==> config.mk <==
export PLATFORM = sky130hd
export DESIGN_NAME = updown_counter_param
export DESIGN_NICKNAME = d
export VERILOG_FILES = /design/src/rtl/updown_counter_param.sv
export SDC_FILE = /design/constraint.sdc
export NUM_CORES = 1
export LEC_CHECK = 0
export ABC_CLOCK_PERIOD_IN_PS = 2000
export CORE_UTILIZATION = 47
export CTS_CLUSTER_SIZE = 30
export DETAILED_ROUTE_END_ITERATION = 8
export GPL_TIMING_DRIVEN = 0
export PLACE_DENSITY = 0.79
export SLEW_MARGIN = 0
export SYNTH_ARGS = -nofsm -noshare
export SYNTH_HDL_FRONTEND = slang
export SYNTH_SLANG_ARGS = --single-unit
==> constraint.sdc <==
create_clock -name clk -period 2 [get_ports clk]
set_input_delay 0.4 -clock clk [delete_from_list [all_inputs] [get_ports clk]]
set_output_delay 0.4 -clock clk [all_outputs]
set_load 0.05 [all_outputs]
==> src/rtl/updown_counter_param.sv <==
// updown_counter_param: parametrised up/down counter.
// Features: modulus MAX_VAL+1, count enable, synchronous clamped load, terminal-count
// flags, and a registered wrap/limit event pulse with direction.
// Optional build macro COUNTER_SATURATE_EN enables the per-cycle `sat` input, which
// makes the counter hold at its limits instead of wrapping. With the macro undefined,
// `sat` is ignored and the counter always wraps.
module updown_counter_param #(
  parameter int unsigned        WIDTH     = 8,
  parameter logic [WIDTH-1:0]   MAX_VAL   = {WIDTH{1'b1}},
  parameter logic [WIDTH-1:0]   RESET_VAL = '0
) (
  input  logic             clk,
  input  logic             rst,
  input  logic             en,
  input  logic             up_down,
  input  logic             load,
  input  logic [WIDTH-1:0] load_val,
  input  logic             sat,
  output logic [WIDTH-1:0] count,
  output logic             at_max,
  output logic             at_min,
  output logic             event_pulse,
  output logic             event_dir
);

  logic [WIDTH-1:0] r_count;
  logic             r_event_pulse;
  logic             r_event_dir;

  logic [WIDTH-1:0] w_count_nxt;
  logic             w_event_pulse_nxt;
  logic             w_event_dir_nxt;
  logic [WIDTH-1:0] w_load_clamped;
  logic             w_sat_mode;
  logic             w_at_max;
  logic             w_at_min;

`ifdef COUNTER_SATURATE_EN
  assign w_sat_mode = sat;
`else
  // Saturation hardware is not built; the pin stays for pin compatibility.
  logic w_sat_unused;
  assign w_sat_unused = sat;
  assign w_sat_mode   = 1'b0;
`endif

  assign w_at_max       = (r_count == MAX_VAL);
  assign w_at_min       = (r_count == '0);
  assign w_load_clamped = (load_val > MAX_VAL) ? MAX_VAL : load_val;

  // Next-state: load beats enable; a step from a limit either wraps or holds (saturate)
  // and always raises the event pulse, tagged with the direction of travel.
  always_comb begin
    w_count_nxt       = r_count;
    w_event_pulse_nxt = 1'b0;
    w_event_dir_nxt   = r_event_dir;
    if (load) begin
      w_count_nxt = w_load_clamped;
    end else if (en) begin
      if (up_down) begin
        if (w_at_max) begin
          w_event_pulse_nxt = 1'b1;
          w_event_dir_nxt   = 1'b1;
          if (!w_sat_mode) begin
            w_count_nxt = '0;
          end
        end else begin
          w_count_nxt = r_count + WIDTH'(1);
        end
      end else begin
        if (w_at_min) begin
          w_event_pulse_nxt = 1'b1;
          w_event_dir_nxt   = 1'b0;
          if (!w_sat_mode) begin
            w_count_nxt = MAX_VAL;
          end
        end else begin
          w_count_nxt = r_count - WIDTH'(1);
        end
      end
    end
  end

  // State registers; reset forces count to RESET_VAL and clears the event outputs.
  always_ff @(posedge clk or posedge rst) begin
    if (rst) begin
      r_count       <= RESET_VAL;
      r_event_pulse <= 1'b0;
      r_event_dir   <= 1'b0;
    end else begin
      r_count       <= w_count_nxt;
      r_event_pulse <= w_event_pulse_nxt;
      r_event_dir   <= w_event_dir_nxt;
    end
  end

  assign count       = r_count;
  assign at_max      = w_at_max;
  assign at_min      = w_at_min;
  assign event_pulse = r_event_pulse;
  assign event_dir   = r_event_dir;

endmodule

## Word-level counts from Yosys, hierarchy flattened

Cells that the tools add are included.

- Logic and storage cells: 27
- Bits in registers: 10
- Input port bits: 14
- Output and inout port bits: 12

- Magnitude comparators: 1
- Mux-type cells: 14
- Bitwise gates (word level): 1
- Add/sub/neg operators: 2
- Reduce and logical (&&, ||, !) cells: 4
- Equal/unequal tests: 2

Operators with widths:

| kind | number |
|---|---|
| 8-bit 2-to-1 mux | 6 |
| 8-bit by 1-bit adder with 8-bit output, second input constant | 1 |
| 8-bit == test, second input constant | 1 |
| 8-bit greater-than comparator, second input constant | 1 |
| 8-bit logical NOT | 1 |
| 1-bit 2-to-1 mux | 8 |
| 8-bit by 1-bit subtractor with 8-bit output, second input constant | 1 |
| 4-bit AND reduction | 1 |
| 2-bit nonzero test | 2 |
| 2-bit by 1-bit != test with 1-bit output, second input constant | 1 |
| 1-bit inverter | 1 |

## Longest topological paths before layout

Gate-level depths: netlist of the first run.

- Depth after elaboration: 5
- Gate-level depth with buffers: 7
- Depth with buffers taken out: 7

## Worst setup path after synthesis of the first run

OpenSTA, ideal clock, no wires.

- Path type: register to output
- Start point: register r_count[0], in the netlist count[0]
- End point: output at_min
- Setup slack: -493 ps
- Stages on the path, launching flop included: 5
- Path buffers: 0
- Data required time: 1,600 ps
- Arrival: 2,093 ps
- Cells stage by stage: dfrtp_1 -> inv_1 -> ha_1 -> or4b_4 -> nor2_1

- Word-level cells in the longest chain between the ends: 1

RTL lines:

| what | RTL line | RTL |
|---|---|---|
| from (decl) | 26 | `logic [WIDTH-1:0] r_count;` |
| from (signal assigned) | 91 | `r_count <= w_count_nxt;` |
| 8-bit logical NOT | 48 | `assign w_at_min = (r_count == '0);` |
| to (decl) | 21 | `output logic at_min,` |

Every way passes these cells.

## Final worst setup path of the first run

- Start point: register r_count[1], in the netlist count[1]
- End point: output at_min

Same word-level chain as after synthesis.

==> flow_metrics.py, run 1 <==
metrics = {
    "outcome": {
        "run_status": "finished with violations",
        "violations": "setup timing",
    },
    "critical_path": {
        "critical_path_buf_inv_count": 2,
        "r2r_start": "count[1]$_DFFE_PP0P_",
        "cp.arrival_ns": 1.66,
        "endpoint_kind": "output port",
        "path_class": "flip-flop to output port",
        "cp.required_ns": 1.60,
        "cpPeakStageDelay_ns": 0.48,
        "cp-startpoint": "count[1]$_DFFE_PP0P_",
        "crit_slowest_cell": "or4b_4",
        "critical_path.top_delay_family": "simple AND/OR/NAND/NOR gates",
        "setup.worst_path.start_class": "flip-flop",
        "critPathMaxFanout": 4,
        "crit_chain": "inv_2 -> ha_4 -> or4b_4 -> nor2_4 -> buf_8",
    },
    "job": {
        "drv_cap": 0,
    },
    "global_routing": {
        "grt_first_pass_wirelength_um": 4500,
        "grt_max_degree": 11,
        "gr-total-overflow": 0,
        "grt_usage": 0.298,
        "antenna_found_initial": 0,
        "grt_pass1_vias": 1012,
    },
    "synth": {
        "yosys_warnings": 0,
        "ys_seq_area_frac": 0.268,
        "synthArstFlopShare": 1.00,
        "netlist_top_cells_area": "dfrtp_1 27%, a21oi_1 6.4%, ha_1 4.0%",
        "syn_nets": 134,
        "synthTopCellsByCount": "12 x a21oi_1, 10 x dfrtp_1, 10 x nand2_1, 10 x nor2_1, 9 x inv_1",
        "syn_area_um2": 932,
        "synth_edf_count": 0,
        "yosys.area.top_type": "dfrtp_1",
        "syn_inst": 117,
        "ys.flop_type": "dfrtp_1",
        "syn_area_per_cell_um2": 7.97,
        "synth_cell_types": 46,
        "synth_top_area_frac": 0.268,
        "synth_most_common_cell": "a21oi_1",
        "ys_ff_latch": 10,
    },
    "floorplanning": {
        "core_area_um2": 1780,
        "row_count": 15,
        "initial_utilization": 0.523,
        "num_io_pins": 26,
        "dieArea_um2": 2170,
        "fp.dieW_um": 46.5,
        "die_y_um": 46.5,
    },
    "layout": {
        "area_growth_pct": 45.2,
        "ff_latch_area_um2": 253,
        "stdcell_area_um2": 1350,
        "num_antenna_cells": 0,
        "multi_input_area_um2": 648,
        "nets": 173,
        "n_fill_cell": 137,
        "drive_above_1_share": 0.253,
        "stdcell_count": 179,
    },
    "detailed_routing": {
        "drc": 0,
        "drt_iter0_markers": 54,
        "routed_wl_um": 2910,
        "wire_per_inst_um": 16.3,
        "vias": 1060,
        "ant_nets": 0,
        "drtPass1Iterations": 4,
        "avgViaCountPerCell": 5.92,
    },
    "sta": {
        "hold_viol_final": 0,
        "min_period_over_period": 1.03,
        "setup_tns_ns": -0.0605,
        "maxSlewViolCount": 0,
        "rsz0062_at_grt": "true",
        "fin_skew_ns": 0.0141,
        "worstMarginPinSlew_ns": 0.518,
        "finalCriticalPeriod_ns": 2.06,
        "relSlewSlack": 0.654,
        "fmax_mhz": 485,
        "setup_ws_ns": -0.0605,
        "setup_viol": 1,
    },
    "cts": {
        "path_clk_slew_ns": 0.08,
        "root_buffer": "clkbuf_4",
        "postCtsHoldBufs": 0,
        "numClockSinks": 10,
        "clockBufferDepth": 2,
        "cts_buffers": 3,
        "ctsHtreeMaxLevel": 1,
        "clock_latency_ns": 0.28,
        "cts_tree": "done",
    },
    "placed_design": {
        "dpl.cell_count": 166,
        "io_buffers": 24,
        "place_area_um2": 1220,
        "preCtsSetupSlack_ns": -0.526,
        "routabilityCongestion": 0.925,
        "hpwlAfterDp_um": 1830,
    },
    "pwr": {
        "vdd_drop_max_mv": 0.380,
        "cellLeakagePower_nw": 0.573,
        "p_per_area_nw_per_um2": 601,
    },
    "min_path": {
        "hp-class": "primary input to async pin",
    },
}
[layout make-up]
class	instances	area share
Tap cell	25	0.0231
Inverter	9	0.0250
Clock buffer	3	0.0166
Multi-Input combinational cell	90	0.479
Timing Repair Buffer	34	0.237
Buffer	8	0.0333
Sequential cell	10	0.187
[worst paths after layout]
kind                                          to  slack (ns)  cells after the start
setup reg to reg            count[2]$_DFFE_PP0P_        0.14                      7
setup / recovery                          at_min       -0.06                      5
hold reg to reg            event_dir$_DFFE_PP0P_        0.59                      2
min in group clk           event_dir$_DFFE_PP0P_        0.59                      2
max in group asynchronous   count[0]$_DFFE_PP0P_        1.23                      2
hold / removal              count[2]$_DFFE_PP0P_        0.42                      2
[timing repair]
item,CTS,global route
cloned,0,0
hold endpoints to repair,0,0
setup endpoints to repair,4,8
pin swaps,2,5
buffers inserted,11,1
gates resized for setup,20,6
[power by group]
part	switching, W	internal (W)	total (W)
clock	0.0000778	0.0000698	0.000148
combinational	0.000239	0.000175	0.000414
sequential	0.0000296	0.000223	0.000252
total	0.000346	0.000468	0.000814
[per-stage QoR]
stage	utilization	hold WS, ns	power, W
floorplan	-	0.240	0.000504
global placement	0.682	0.500	0.000606
CTS	0.752	0.437	0.000796
finish	0.759	0.421	0.000814
global route	0.759	0.453	0.000856
detailed placement	0.682	0.523	0.000611
[metal layers]
metal / part of all wire / global-route usage
met1: 0.42 / 0.372
met2: 0.50 / 0.492
met3: 0.050 / 0.0471
met4: 0.022 / 0.141
met5: 0 / 0
[flip-flops by register name (all words and copies together) (netlist names)]
name,cells
event_dir,1
event_pulse,1
count,8
[cells by family (layout without fill, tap and decap cells)]
family	Yosys count	count (layout)	synth area share
xor+xnor	3	3	0.0282
simple gates	45	45	0.291
fa+ha+maj	3	3	0.0403
buf+inv	17	54	0.0846
mux	1	1	0.0107
flops	10	10	0.268
compound gates	38	38	0.277
[layout by cell type (no fill, tap or decap), types with 2 or more instances in the layout]
master / Yosys / layout
xor2_1: 2 / 2
a21oi_1: 12 / 12
o211ai_1: 3 / 3
nand3b_1: 2 / 2
buf_2: 3 / 4
nand2b_1: 2 / 2
o21ai_1: 3 / 2
clkdlybuf4s50_1: 0 / 17
o31ai_1: 2 / 2
clkbuf_1: 3 / 3
inv_2: 0 / 2
nand2_1: 10 / 10
dlymetal6s2s_1: 0 / 3
nor4_1: 2 / 2
inv_1: 9 / 7
nor3b_1: 2 / 2
buf_4: 1 / 11
nand3_1: 3 / 3
dlygate4sd2_1: 0 / 2
nor2_1: 10 / 8
ha_4: 0 / 2
dfrtp_1: 10 / 8
nand4_1: 3 / 3
clkbuf_4: 0 / 3
dfrtp_2: 0 / 2
nor2b_1: 2 / 2
o21ai_0: 5 / 5
Power figures use the tool's default switching activity.
==> run 2, diff against run 1 <==
Settings changed: ABC_CLOCK_PERIOD_IN_PS 2000 to 2650, CORE_UTILIZATION 47 to 51, PLACE_DENSITY 0.79 to 0.84.
Clock period 2 ns to 2.65 ns, I/O delays scaled along.
==> run 2 against run 1 <==
  * The run now ends clean
  * Combinational power shrank 35%
  * Clock-buffer cell count increased by 1
  * Clock power down 7%
==> flow_metrics.py, run 2 (synthesis gave the netlist of run 1 again) <==
metrics = {
    "outcome": {
        "run_status": "complete, no violations",
    },
    "layout": {
        "ff_latch_area_um2": 250,
        "num_antenna_cells": 0,
        "largest_reg_flops": 8,
        "area_growth_pct": 32.3,
        "multi_input_area_um2": 603,
        "stdcell_count": 170,
        "nets": 163,
        "final_common_cell": "clkdlybuf4s50_1",
        "drive_above_1_share": 0.131,
        "most-common-layout-cells": "22 x clkdlybuf4s50_1, 12 x a21oi_1, 10 x nand2_1, 10 x nor2_1, 10 x dfrtp_1",
        "n_fill_cell": 147,
    },
    "detailed_routing": {
        "drtPass1Iterations": 4,
        "drc": 0,
        "vias": 993,
        "wire_per_inst_um": 14.4,
        "avgViaCountPerCell": 5.84,
        "drt_iter0_markers": 27,
        "routed_wl_um": 2450,
        "ant_nets": 0,
    },
    "critical_path": {
        "cp-startpoint": "count[1]$_DFFE_PP0P_",
        "critPathMaxFanout": 8,
        "cpPeakStageDelay_ns": 0.53,
        "crit_chain": "ha_1 -> nand4_1 -> nor2_1 -> dlygate4sd2_1",
        "r2r-end": "count[3]$_DFFE_PP0P_",
        "path_class": "flip-flop to output port",
        "r2r_start": "count[0]$_DFFE_PP0P_",
        "endpoint_kind": "output port",
        "crit_slowest_cell": "dlygate4sd2_1",
        "timing.reg2reg.setup_slack_ns": 0.72,
        "cp.required_ns": 2.12,
        "cp.arrival_ns": 1.94,
        "r2r_cells": 6,
        "setup.worst_path.start_class": "flip-flop",
    },
    "sta": {
        "hold_viol_final": 0,
        "setup_viol": 0,
        "relSlewSlack": 0.659,
        "maxSlewViolCount": 0,
        "min_period_over_period": 0.933,
        "setup_tns_ns": 0,
        "fin_skew_ns": 0.000831,
        "rsz0062_at_grt": "false",
        "worstMarginPinSlew_ns": 0.509,
        "finalCriticalPeriod_ns": 2.47,
        "fmax_mhz": 405,
        "holdWs_ns": 0.533,
    },
    "placed_design": {
        "hpwlAfterDp_um": 1850,
        "dpl.cell_count": 166,
        "io_buffers": 24,
        "routabilityCongestion": 0.895,
    },
    "floorplanning": {
        "fp.dieW_um": 44.8,
        "initial_utilization": 0.540,
        "core_area_um2": 1730,
        "row_count": 15,
        "die_y_um": 44.8,
        "dieArea_um2": 2000,
        "num_io_pins": 26,
    },
    "pwr": {
        "total_power_w": 0.000598,
        "vdd_drop_max_mv": 0.386,
        "p_per_area_nw_per_um2": 485,
        "cellLeakagePower_nw": 0.500,
    },
    "global_routing": {
        "grt_usage": 0.286,
        "gr-total-overflow": 0,
        "grt_pass1_vias": 931,
        "antenna_found_initial": 0,
        "grt_max_degree": 11,
        "grt_first_pass_wirelength_um": 4210,
    },
    "cts": {
        "cts_buffers": 3,
        "clock_latency_ns": 0.27,
        "numClockSinks": 10,
        "clockBufferDepth": 2,
        "cts_setup_buffers": 0,
        "ctsHtreeMaxLevel": 1,
        "root_buffer": "clkbuf_4",
        "path_clk_slew_ns": 0.06,
        "cts_tree": "done",
    },
    "min_path": {
        "hp-class": "primary input to async pin",
    },
    "job": {
        "drv_cap": 0,
    },
}
[run 2: changes by cell type in the layout (fill, tap and decap cells not counted), moves of 2 or more]
cell | before | now
inv_1 | 7 | 9
clkdlybuf4s50_1 | 17 | 22
buf_4 | 11 | 1
ha_4 | 2 | 0
inv_2 | 2 | 0
dfrtp_2 | 2 | 0
dfrtp_1 | 8 | 10
nor2_1 | 8 | 10
ha_1 | 1 | 3
dlymetal6s2s_1 | 3 | 0
[run 2: power by group]
part	total, W	internal [W]	switching, W
logic	0.000268	0.000108	0.000160
registers	0.000193	0.000167	0.0000253
clock network	0.000137	0.0000835	0.0000534
total	0.000598	0.000359	0.000239
[run 2: final cells by class]
| cell class | count | share of cell area |
|---|---|---|
| Multi-Input combinational cell | 90 | 0.489 |
| Sequential cell | 10 | 0.203 |
| Timing Repair Buffer | 24 | 0.190 |
| Buffer | 8 | 0.0365 |
| Clock buffer | 4 | 0.0294 |
| Inverter | 9 | 0.0274 |
| Tap cell | 25 | 0.0254 |
[run 2: stage by stage]
stage	instance area [um2]	setup WS (ns)	utilization
2_1_floorplan	932	0.0266	-
3_3_place_gp	1200	-0.0292	0.697
3_5_place_dp	1200	-0.0659	0.697
4_1_cts	1240	0.0709	0.718
5_1_grt	1230	0.0882	0.714
6_report	1230	0.179	0.714
[run 2: repair_timing]
action | in CTS | in global routing
endpoints found under the hold margin | 0 | 0
hold buffers | 0 | 0
gates resized for setup | 4 | 2
setup endpoints to repair | 2 | 1
[run 2: critical path: cells and delay by family, from the launching register on]
kind	cells	cell delay [ns]
buffers and inverters	1	0.53
AND/OR/NAND/NOR	2	0.30
flip-flops	1	0.51
adder cells (fa/ha/maj)	1	0.34
[run 2: worst max-delay path by stage]
stage	end	slack, ns
after detailed placement	at_min	-0.07
final	at_max	0.18
after global placement	at_min	-0.03
after CTS	at_min	0.07
after global routing	at_max	0.09
after floorplan	at_min	0.03
[run 2: layer usage]
layer  wire length [um]  global-route usage  vias up
li1                   -                   -      492
met1               1110               0.395      458
met2               1200               0.471       36
met3                 95              0.0120        7
met4                 48               0.121        0
met5                  0                   0        -
==> run 3, diff against run 2 <==
Settings changed: GPL_TIMING_DRIVEN 0 to not set.
==> run 3 against run 2 <==
  * Worst setup slack better by 0.0056 ns
  * Wire length shrank 3.9%
  * Cell count shrank 3.5%
  * Highest routed layer unchanged
  * First-iteration DRC count is 150% higher
  * Largest cell class unchanged
  * Critical endpoint is now at_min
  * Die area unchanged
  * Power shrank 6.8%
  * Sequential power grew 9%
==> flow_metrics.py, run 3 (synthesis gave the netlist of run 1 again) <==
metrics = {
    "cts": {
        "clock_latency_ns": 0.27,
        "clockBufferDepth": 2,
        "postCtsHoldBufs": 0,
        "cts_buffers": 3,
        "cts_tree": "done",
        "path_clk_slew_ns": 0.06,
        "cts.repair.resized": 0,
        "numClockSinks": 10,
        "ctsHtreeMaxLevel": 1,
        "root_buffer": "clkbuf_4",
        "cts_setup_buffers": 0,
    },
    "critical_path": {
        "setup.worst_path.start_class": "flip-flop",
        "timing.reg2reg.setup_slack_ns": 0.75,
        "r2r_cells": 7,
        "critPathMaxFanout": 8,
        "cp.required_ns": 2.12,
        "endpoint_kind": "output port",
        "r2r-end": "count[5]$_DFFE_PP0P_",
        "cp.arrival_ns": 1.94,
        "r2r_start": "count[0]$_DFFE_PP0P_",
        "path_class": "flip-flop to output port",
    },
    "placed_design": {
        "io_buffers": 24,
        "preCtsSetupSlack_ns": 0.422,
        "routabilityCongestion": 0.896,
        "hpwlAfterDp_um": 1770,
    },
    "layout": {
        "fin_util": 0.701,
        "area_growth_pct": 29.9,
        "nets": 158,
        "num_antenna_cells": 0,
        "drive_above_1_share": 0.122,
        "largest_reg_flops": 8,
        "most-common-layout-cells": "22 x clkdlybuf4s50_1, 12 x a21oi_1, 10 x nand2_1, 10 x nor2_1, 10 x dfrtp_1",
        "final_common_cell": "clkdlybuf4s50_1",
    },
    "detailed_routing": {
        "ant_nets": 0,
        "wire_per_inst_um": 14.4,
        "drc": 0,
        "drtPass1Iterations": 5,
        "avgViaCountPerCell": 6.09,
        "drt_iter0_markers": 67,
        "vias": 999,
        "routed_wl_um": 2350,
    },
    "pwr": {
        "switching_power_w": 0.000236,
        "power_frac_clock": 0.191,
        "p_per_area_nw_per_um2": 460,
        "p_seq_frac": 0.379,
        "power_switching_share": 0.424,
        "cellLeakagePower_nw": 0.480,
        "power_frac_comb": 0.430,
        "vdd_drop_max_mv": 0.365,
        "total_power_w": 0.000557,
        "internal_power_w": 0.000321,
    },
    "outcome": {
        "run_status": "complete, no violations",
    },
    "min_path": {
        "hp-class": "flip-flop to flip-flop",
        "min_to": "event_dir$_DFFE_PP0P_",
        "hold_depth": 2,
        "worstHoldStart": "event_dir$_DFFE_PP0P_",
    },
    "global_routing": {
        "grt_first_pass_wirelength_um": 4000,
        "grt_max_degree": 16,
        "grt_pass1_vias": 926,
        "gr-total-overflow": 0,
        "grt_usage": 0.273,
        "antenna_found_initial": 0,
    },
    "sta": {
        "relSlewSlack": 0.663,
        "rsz0062_at_grt": "false",
        "setup_ws_ns": 0.184,
        "fin_skew_ns": 0.00174,
        "worstMarginPinSlew_ns": 0.503,
        "setup_viol": 0,
        "hold_viol_final": 0,
        "fmax_mhz": 406,
        "finalCriticalPeriod_ns": 2.47,
        "maxSlewViolCount": 0,
        "min_period_over_period": 0.930,
        "setup_tns_ns": 0,
    },
    "floorplanning": {
        "die_y_um": 44.8,
        "fp.dieW_um": 44.8,
        "initial_utilization": 0.540,
        "core_area_um2": 1730,
        "dieArea_um2": 2000,
        "num_io_pins": 26,
        "row_count": 15,
    },
    "job": {
        "drv_cap": 0,
    },
}
==> run 3: changes by cell type in the layout (fill, tap and decap cells not counted), sizes merged <==
cell / before / now
dlygate4sd2: 1 / 0
buf: 6 / 5
clkbuf: 7 / 3
==> run 3: metrics by stage <==
stage | instances | hold slack [ns] | area (um2)
finish | 164 | 0.513 | 1210
global route | 164 | 0.544 | 1210
CTS | 164 | 0.519 | 1210
detailed placement | 161 | 0.506 | 1190
global placement | 161 | 0.505 | 1190
floorplan | 117 | 0.370 | 932
==> run 3: area by class of cell <==
type	count	area, um2
flip-flops and latches	10	250
clock buffers	3	22.5
repair buffers	27	270
multi-input cells	90	603
well taps	25	31.3
fillers	150	515
inverters	9	33.8
==> run 3: worst max-delay path, stage by stage (launching register included) <==
cell     delay [ns]
dfrtp_1        0.48
inv_1          0.14
ha_1           0.17
or4b_4         0.48
nor2_1         0.22
buf_12         0.17
==> run 3: power groups by stage <==
stage	clock, W	combinational, W	sequential, W
after floorplan	0	0.000135	0.000243
after global placement	0	0.000232	0.000211
after detailed placement	0	0.000238	0.000213
after CTS	0.000109	0.000239	0.000210
after global routing	0.000117	0.000261	0.000216
final	0.000106	0.000240	0.000211
==> run 3: per-layer routing <==
layer / track usage / part of all wire / up-vias
li1: - / - / 475
met2: 0.435 / 0.46 / 60
met5: 0 / 0 / -
met1: 0.363 / 0.43 / 451
met3: 0.0400 / 0.076 / 13
met4: 0.133 / 0.029 / 0
==> run 3: worst max-delay path by stage <==
stage | from | endpoint | slack [ns] | depth (start not counted)
after floorplan | count[0]$_DFFE_PP0P_ | at_min | 0.03 | 4
after global placement | up_down | count[0]$_DFFE_PP0P_ | 0.46 | 7
after detailed placement | up_down | count[4]$_DFFE_PP0P_ | 0.42 | 7
after CTS | count[0]$_DFFE_PP0P_ | at_min | 0.20 | 5
after global routing | count[0]$_DFFE_PP0P_ | at_min | 0.07 | 5
final | count[0]$_DFFE_PP0P_ | at_min | 0.18 | 5
